File: src/rtl/uart_loopback_pkg.sv
// Shared types for the UART loopback FIFO.
// Tx FSM encoding and runtime mode codes.
package uart_loopback_pkg;

  typedef enum logic [1:0] {
    IDLE  = 2'd0,
    PRIME = 2'd1,
    VALID = 2'd2
  } tx_state_e;

  localparam logic [1:0] MODE_PASS = 2'b00;
  localparam logic [1:0] MODE_INV  = 2'b01;
  localparam logic [1:0] MODE_HOLD = 2'b10;

endpackage

File: src/rtl/sync_fifo.sv
// Synchronous FIFO with registered read data,
// occupancy count and single-cycle flush.
module sync_fifo #(
  parameter  int DATA_W = 8,
  parameter  int DEPTH  = 16,
  localparam int CNT_W  = $clog2(DEPTH) + 1,
  localparam int AW     = $clog2(DEPTH)
) (
  input  logic              i_clk,
  input  logic              i_rst_n,
  input  logic              i_wr,
  input  logic [DATA_W-1:0] i_wdata,
  input  logic              i_rd,
  input  logic              i_flush,
  output logic [DATA_W-1:0] o_rdata,
  output logic [CNT_W-1:0]  o_count,
  output logic              o_full,
  output logic              o_empty
);

  logic [DATA_W-1:0] mem_q [DEPTH];
  logic [DATA_W-1:0] rdata_q;
  logic [AW-1:0]     wptr_q, wptr_d;
  logic [AW-1:0]     rptr_q, rptr_d;
  logic [CNT_W-1:0]  cnt_q, cnt_d;
  logic              wr_en, rd_en;

  assign o_full  = (cnt_q == CNT_W'(DEPTH));
  assign o_empty = (cnt_q == '0);
  assign o_count = cnt_q;
  assign o_rdata = rdata_q;

  assign wr_en = i_wr & ~o_full & ~i_flush;
  assign rd_en = i_rd & ~o_empty;

  always_comb begin
    wptr_d = wptr_q;
    rptr_d = rptr_q;
    cnt_d  = cnt_q;
    if (i_flush) begin
      wptr_d = '0;
      rptr_d = '0;
      cnt_d  = '0;
    end else begin
      if (wr_en) wptr_d = wptr_q + 1'b1;
      if (rd_en) rptr_d = rptr_q + 1'b1;
      case ({wr_en, rd_en})
        2'b10:   cnt_d = cnt_q + 1'b1;
        2'b01:   cnt_d = cnt_q - 1'b1;
        default: cnt_d = cnt_q;
      endcase
    end
  end

  always_ff @(posedge i_clk) begin
    if (wr_en) mem_q[wptr_q] <= i_wdata;
  end

  // Read data is captured even under flush so an in-flight pop completes.
  always_ff @(posedge i_clk or negedge i_rst_n) begin
    if (!i_rst_n) begin
      wptr_q  <= '0;
      rptr_q  <= '0;
      cnt_q   <= '0;
      rdata_q <= '0;
    end else begin
      wptr_q <= wptr_d;
      rptr_q <= rptr_d;
      cnt_q  <= cnt_d;
      if (rd_en) rdata_q <= mem_q[rptr_q];
    end
  end

endmodule

File: src/rtl/uart_loopback_fifo.sv
// UART rx->tx loopback through a FIFO with pass,
// invert and hold modes, flush and overflow status.
module uart_loopback_fifo
  import uart_loopback_pkg::*;
#(
  parameter  int DATA_W = 8,
  parameter  int DEPTH  = 16,
  localparam int CNT_W  = $clog2(DEPTH) + 1
) (
  input  logic              i_clk,
  input  logic              i_rst_n,
  input  logic              i_rx_byte_rdy,
  input  logic [DATA_W-1:0] i_rx_byte,
  output logic              o_tx_byte_rdy,
  output logic [DATA_W-1:0] o_tx_byte,
  input  logic              i_tx_ready,
  input  logic [1:0]        i_mode,
  input  logic              i_flush,
  input  logic              i_ovf_clr,
  output logic [CNT_W-1:0]  o_count,
  output logic              o_full,
  output logic              o_empty,
  output logic              o_overflow
);

  tx_state_e         state_q, state_d;
  logic [DATA_W-1:0] tx_q, tx_d;
  logic [DATA_W-1:0] rdata;
  logic              rdy_q;
  logic              ovf_q, ovf_d;
  logic              wr_req, rd, hold;

  assign wr_req = i_rx_byte_rdy & ~rdy_q;
  assign hold   = (i_mode == MODE_HOLD);

  sync_fifo #(
    .DATA_W (DATA_W),
    .DEPTH  (DEPTH)
  ) u_fifo (
    .i_clk   (i_clk),
    .i_rst_n (i_rst_n),
    .i_wr    (wr_req),
    .i_wdata (i_rx_byte),
    .i_rd    (rd),
    .i_flush (i_flush),
    .o_rdata (rdata),
    .o_count (o_count),
    .o_full  (o_full),
    .o_empty (o_empty)
  );

  // Overflow set takes priority over a same-cycle clear.
  always_comb begin
    ovf_d = ovf_q;
    if (wr_req & o_full & ~i_flush) ovf_d = 1'b1;
    else if (i_ovf_clr)             ovf_d = 1'b0;
  end

  always_comb begin
    state_d = state_q;
    tx_d    = tx_q;
    rd      = 1'b0;
    case (state_q)
      IDLE: begin
        if (!o_empty && !hold) begin
          rd      = 1'b1;
          state_d = PRIME;
        end
      end
      PRIME: begin
        tx_d    = (i_mode == MODE_INV) ? ~rdata : rdata;
        state_d = VALID;
      end
      VALID: begin
        if (i_tx_ready) begin
          if (!o_empty && !hold) begin
            rd      = 1'b1;
            state_d = PRIME;
          end else begin
            state_d = IDLE;
          end
        end
      end
      default: state_d = IDLE;
    endcase
  end

  always_ff @(posedge i_clk or negedge i_rst_n) begin
    if (!i_rst_n) begin
      state_q <= IDLE;
      tx_q    <= '0;
      rdy_q   <= 1'b0;
      ovf_q   <= 1'b0;
    end else begin
      state_q <= state_d;
      tx_q    <= tx_d;
      rdy_q   <= i_rx_byte_rdy;
      ovf_q   <= ovf_d;
    end
  end

  assign o_tx_byte_rdy = (state_q == VALID);
  assign o_tx_byte     = tx_q;
  assign o_overflow    = ovf_q;

endmodule

File: config.mk
export PLATFORM = sky130hd
export DESIGN_NAME = uart_loopback_fifo
export DESIGN_NICKNAME = d
export VERILOG_FILES = /design/src/rtl/uart_loopback_pkg.sv /design/src/rtl/sync_fifo.sv /design/src/rtl/uart_loopback_fifo.sv
export SDC_FILE = /design/constraint.sdc
export NUM_CORES = 1
export LEC_CHECK = 0
export ABC_AREA = 1
export CAP_MARGIN = 20
export CORE_MARGIN = 2
export CORE_UTILIZATION = 39
export CTS_CLUSTER_DIAMETER = 60
export CTS_CLUSTER_SIZE = 28
export DETAILED_ROUTE_END_ITERATION = 16
export GPL_TIMING_DRIVEN = 0
export PLACE_DENSITY_LB_ADDON = 0.1
export SYNTH_ARGS = -nofsm -noshare
export SYNTH_HDL_FRONTEND = slang
export SYNTH_HIERARCHICAL = 1
export SYNTH_SLANG_ARGS = --single-unit
File: constraint.sdc
create_clock -name i_clk -period 2.3 [get_ports i_clk]
set_input_delay 0.575 -clock i_clk [delete_from_list [all_inputs] [get_ports i_clk]]
set_output_delay 0.575 -clock i_clk [all_outputs]
set_load 0.1 [all_outputs]
==> reports/summary.txt <==
Period utilization: 0.993
DR vias: 4982
P&R area growth vs syn: 20.0%
Critical path type: flip-flop to flip-flop
Buffers on Ports: 31
Largest net degree at the start of global routing: 34
Worst setup SP type: flip-flop
Grt ovf: 0
Critical Path RT: 2620 ps
Worst setup path start: u_fifo/o_count[4]$_DFFE_PN0P_
Die width: 139 µm
Vias/cell: 4.97
Util after Layout: 0.475
Slew margin rel.: 0.355
Drc violations: 0
Height of the die: 139 µm
Worst setup margin: 16.5 ps
Syn_nets: 724
H-tree depth: 4
Top cell type's share of synthesized area: 0.543
Clk root buf: clkbuf_16
Worst VDD drop: 0.630 mV
Post-route ant nets: 0
Clock slew at reported path FFs: 60 ps
Worst EP arrival: 2600 ps
Share of post-route cells with drive strength above 1: 0.152
CTS tree: yes
CTS Buf Count: 17
Area of the core: 17900 µm²
Worst Path Max Fanout: 5
Starting density of the core: 0.395
Initial antenna violation count: 0
Worst Setup EP: u_fifo/o_count[4]$_DFFE_PN0P_
Post-DP HPWL: 11.8 mm
1st-iter DRT viols: 397
R2R Setup Slk: 20 ps
Most common library cell in the layout ignoring fill and taps: nand2_1
Static Leak: 3.51 nW
Syn avg cell area: 10.1 µm²
Pre-CTS setup slack: -628 ps
Final Wtd Congestion: 0.814
R2R cell count: 19
Slew Viols, Final: 0
Tot Pwr: 0.0105 W
Worst skew pair latency: 430 ps
Vias in the first global route: 4881
Final WL: 17.2 mm
RSZ-0062 raised after global routing: yes
Hold WC Path Type: input port to async pin
Pre-Repair DR Iteration Count: 6
Fin Hold WS: 228 ps
Max clock buf depth: 2
Largest cells by area after synthesis: edfxtp_1, nand2_1, dfrtp_1
Synth unique cells: 29
Minimum clock period after layout: 2280 ps
# clock sinks: 161
Clk_skew: 14.8 ps
Final net count: 788
Least-Margin Pin Slew: 971 ps
Max-cap violations: 0
Final cell count without fillers: 1003
Outcome: finished clean
Flops & latches, synth: 161
Cell Rows: 49
I/O Pins: 33
Total Routing Usage GR: 0.186
Reg2Reg Capture Point: u_fifo/o_count[4]$_DFFE_PN0P_
Avg WL per Cell: 17.1 µm
Setup crit end kind: flip-flop
FF-to-FF Start: u_fifo/o_count[4]$_DFFE_PN0P_
Sequential area share after synthesis: 0.660
Post-synthesis cell area: 7080 µm²
Final Hold Vio Count: 0
Synth area leader: edfxtp_1
Final setup vio count: 0
First-pass GRT wire length: 26.9 mm
Post-Place Cells: 963
Inserted Diodes: 0
Die area: 19200 µm²
Most frequent cells in the layout: nand2_1, edfxtp_1, nand3_1, nor2_1, inv_1
Cells after Synth: 699
Syn. warnings: 6
Fmax: 438 MHz
P per Cell Area: 1240 nW/µm²
## stage by stage
stage          area [µm²]  setup TNS [ps]
6_report             8500               0
5_1_grt              8500            -222
4_1_cts              8460           -8.99
3_5_place_dp         7740          -48830
3_3_place_gp         7720          -64670
2_1_floorplan        7120           -1510
## worst min-delay path by stage
| stage | to | slack, ps |
|---|---|---|
| global route | o_tx_byte[4]$_DFFE_PN0N_ | 290 |
| finish | o_tx_byte[4]$_DFFE_PN0N_ | 230 |
| detailed placement | o_tx_byte[7]$_DFFE_PN0N_ | 470 |
| CTS | o_tx_byte[4]$_DFFE_PN0N_ | 250 |
| global placement | o_tx_byte[6]$_DFFE_PN0N_ | 470 |
| floorplan | o_overflow$_DFFE_PN0P_ | 280 |
## registers in the layout, indices dropped and copies added, names as in the netlist
register / cells
o_tx_byte: 8
u_fifo/mem_q: 128
u_fifo/o_rdata: 8
o_overflow: 1
u_fifo/o_count: 5
u_fifo/wptr_q: 4
rdy_q: 1
state_q: 2
u_fifo/rptr_q: 4
## report_power, final
part           switching [W]  internal, W  total (W)
Clock                0.00108      0.00191    0.00299
Sequential          0.000159      0.00338    0.00354
Combinational        0.00282      0.00117    0.00399
Total                0.00406      0.00646     0.0105
## metal layers
metal / vias to the layer above / routed length (µm) / GRT usage
li1: 2436 / - / -
met4: 0 / 296 / 0.0643
met5: - / 0 / 0
met3: 20 / 736 / 0.0407
met1: 2413 / 7810 / 0.252
met2: 113 / 8320 / 0.298
## cell type report
| type | count | area, µm² |
|---|---|---|
| sequential | 161 | 4690 |
| clock buffer | 19 | 433 |
| buffer | 28 | 195 |
| tap | 229 | 287 |
| inverter | 51 | 199 |
| clock inverter | 11 | 189 |
| multi-input combinational | 459 | 2120 |
| timing repair buffer | 45 | 383 |
| fill | 1649 | 9410 |
## cells by family (layout without fill, tap and decap cells)
logic type / count (synthesis) / in the layout / synth area share
xor+xnor: 2 / 2 / 0.00248
simple gates: 414 / 414 / 0.241
buf+inv: 79 / 154 / 0.0548
compound gates: 34 / 34 / 0.0247
flops: 161 / 161 / 0.660
fa+ha+maj: 9 / 9 / 0.0170
## repair_timing
item	4_1_cts	5_1_grt
gates resized for setup	43	14
endpoints found under the setup margin	37	54
hold endpoints to repair	0	0
hold buffers	0	0
buffers inserted	8	2
pin swaps	3	5
## synthesized netlist by cell type (all sizes together)
master	count
o21ai	27
xor2	1
xnor2	1
nand3	84
clkinv	4
inv	47
dfrtp	33
buf	25
a21oi	5
nor2	58
edfxtp	128
a211oi	1
nand2	265
nand3b	1
ha	8
nor3	6
fa	1
clkbuf	3
o21a	1
## worst max-delay path, cell delays in order, from the launching register on
cell        delay [ps]
dfrtp_4            420
inv_2               50
nand3_4             90
clkinvlp_4          90
nor2_2              90
o21ai_2             70
nor2_1             120
nand2_2             90
inv_2               80
nand2_4             80
fa_2               350
nand3b_1           200
nand2_1             90
nand2_1             50
nand2_1             70
inv_1               40
nand2_1             50
nand2_1             50
nand2_1             50
nand2_1             50
No activity file was read; power rests on OpenSTA's default activity.
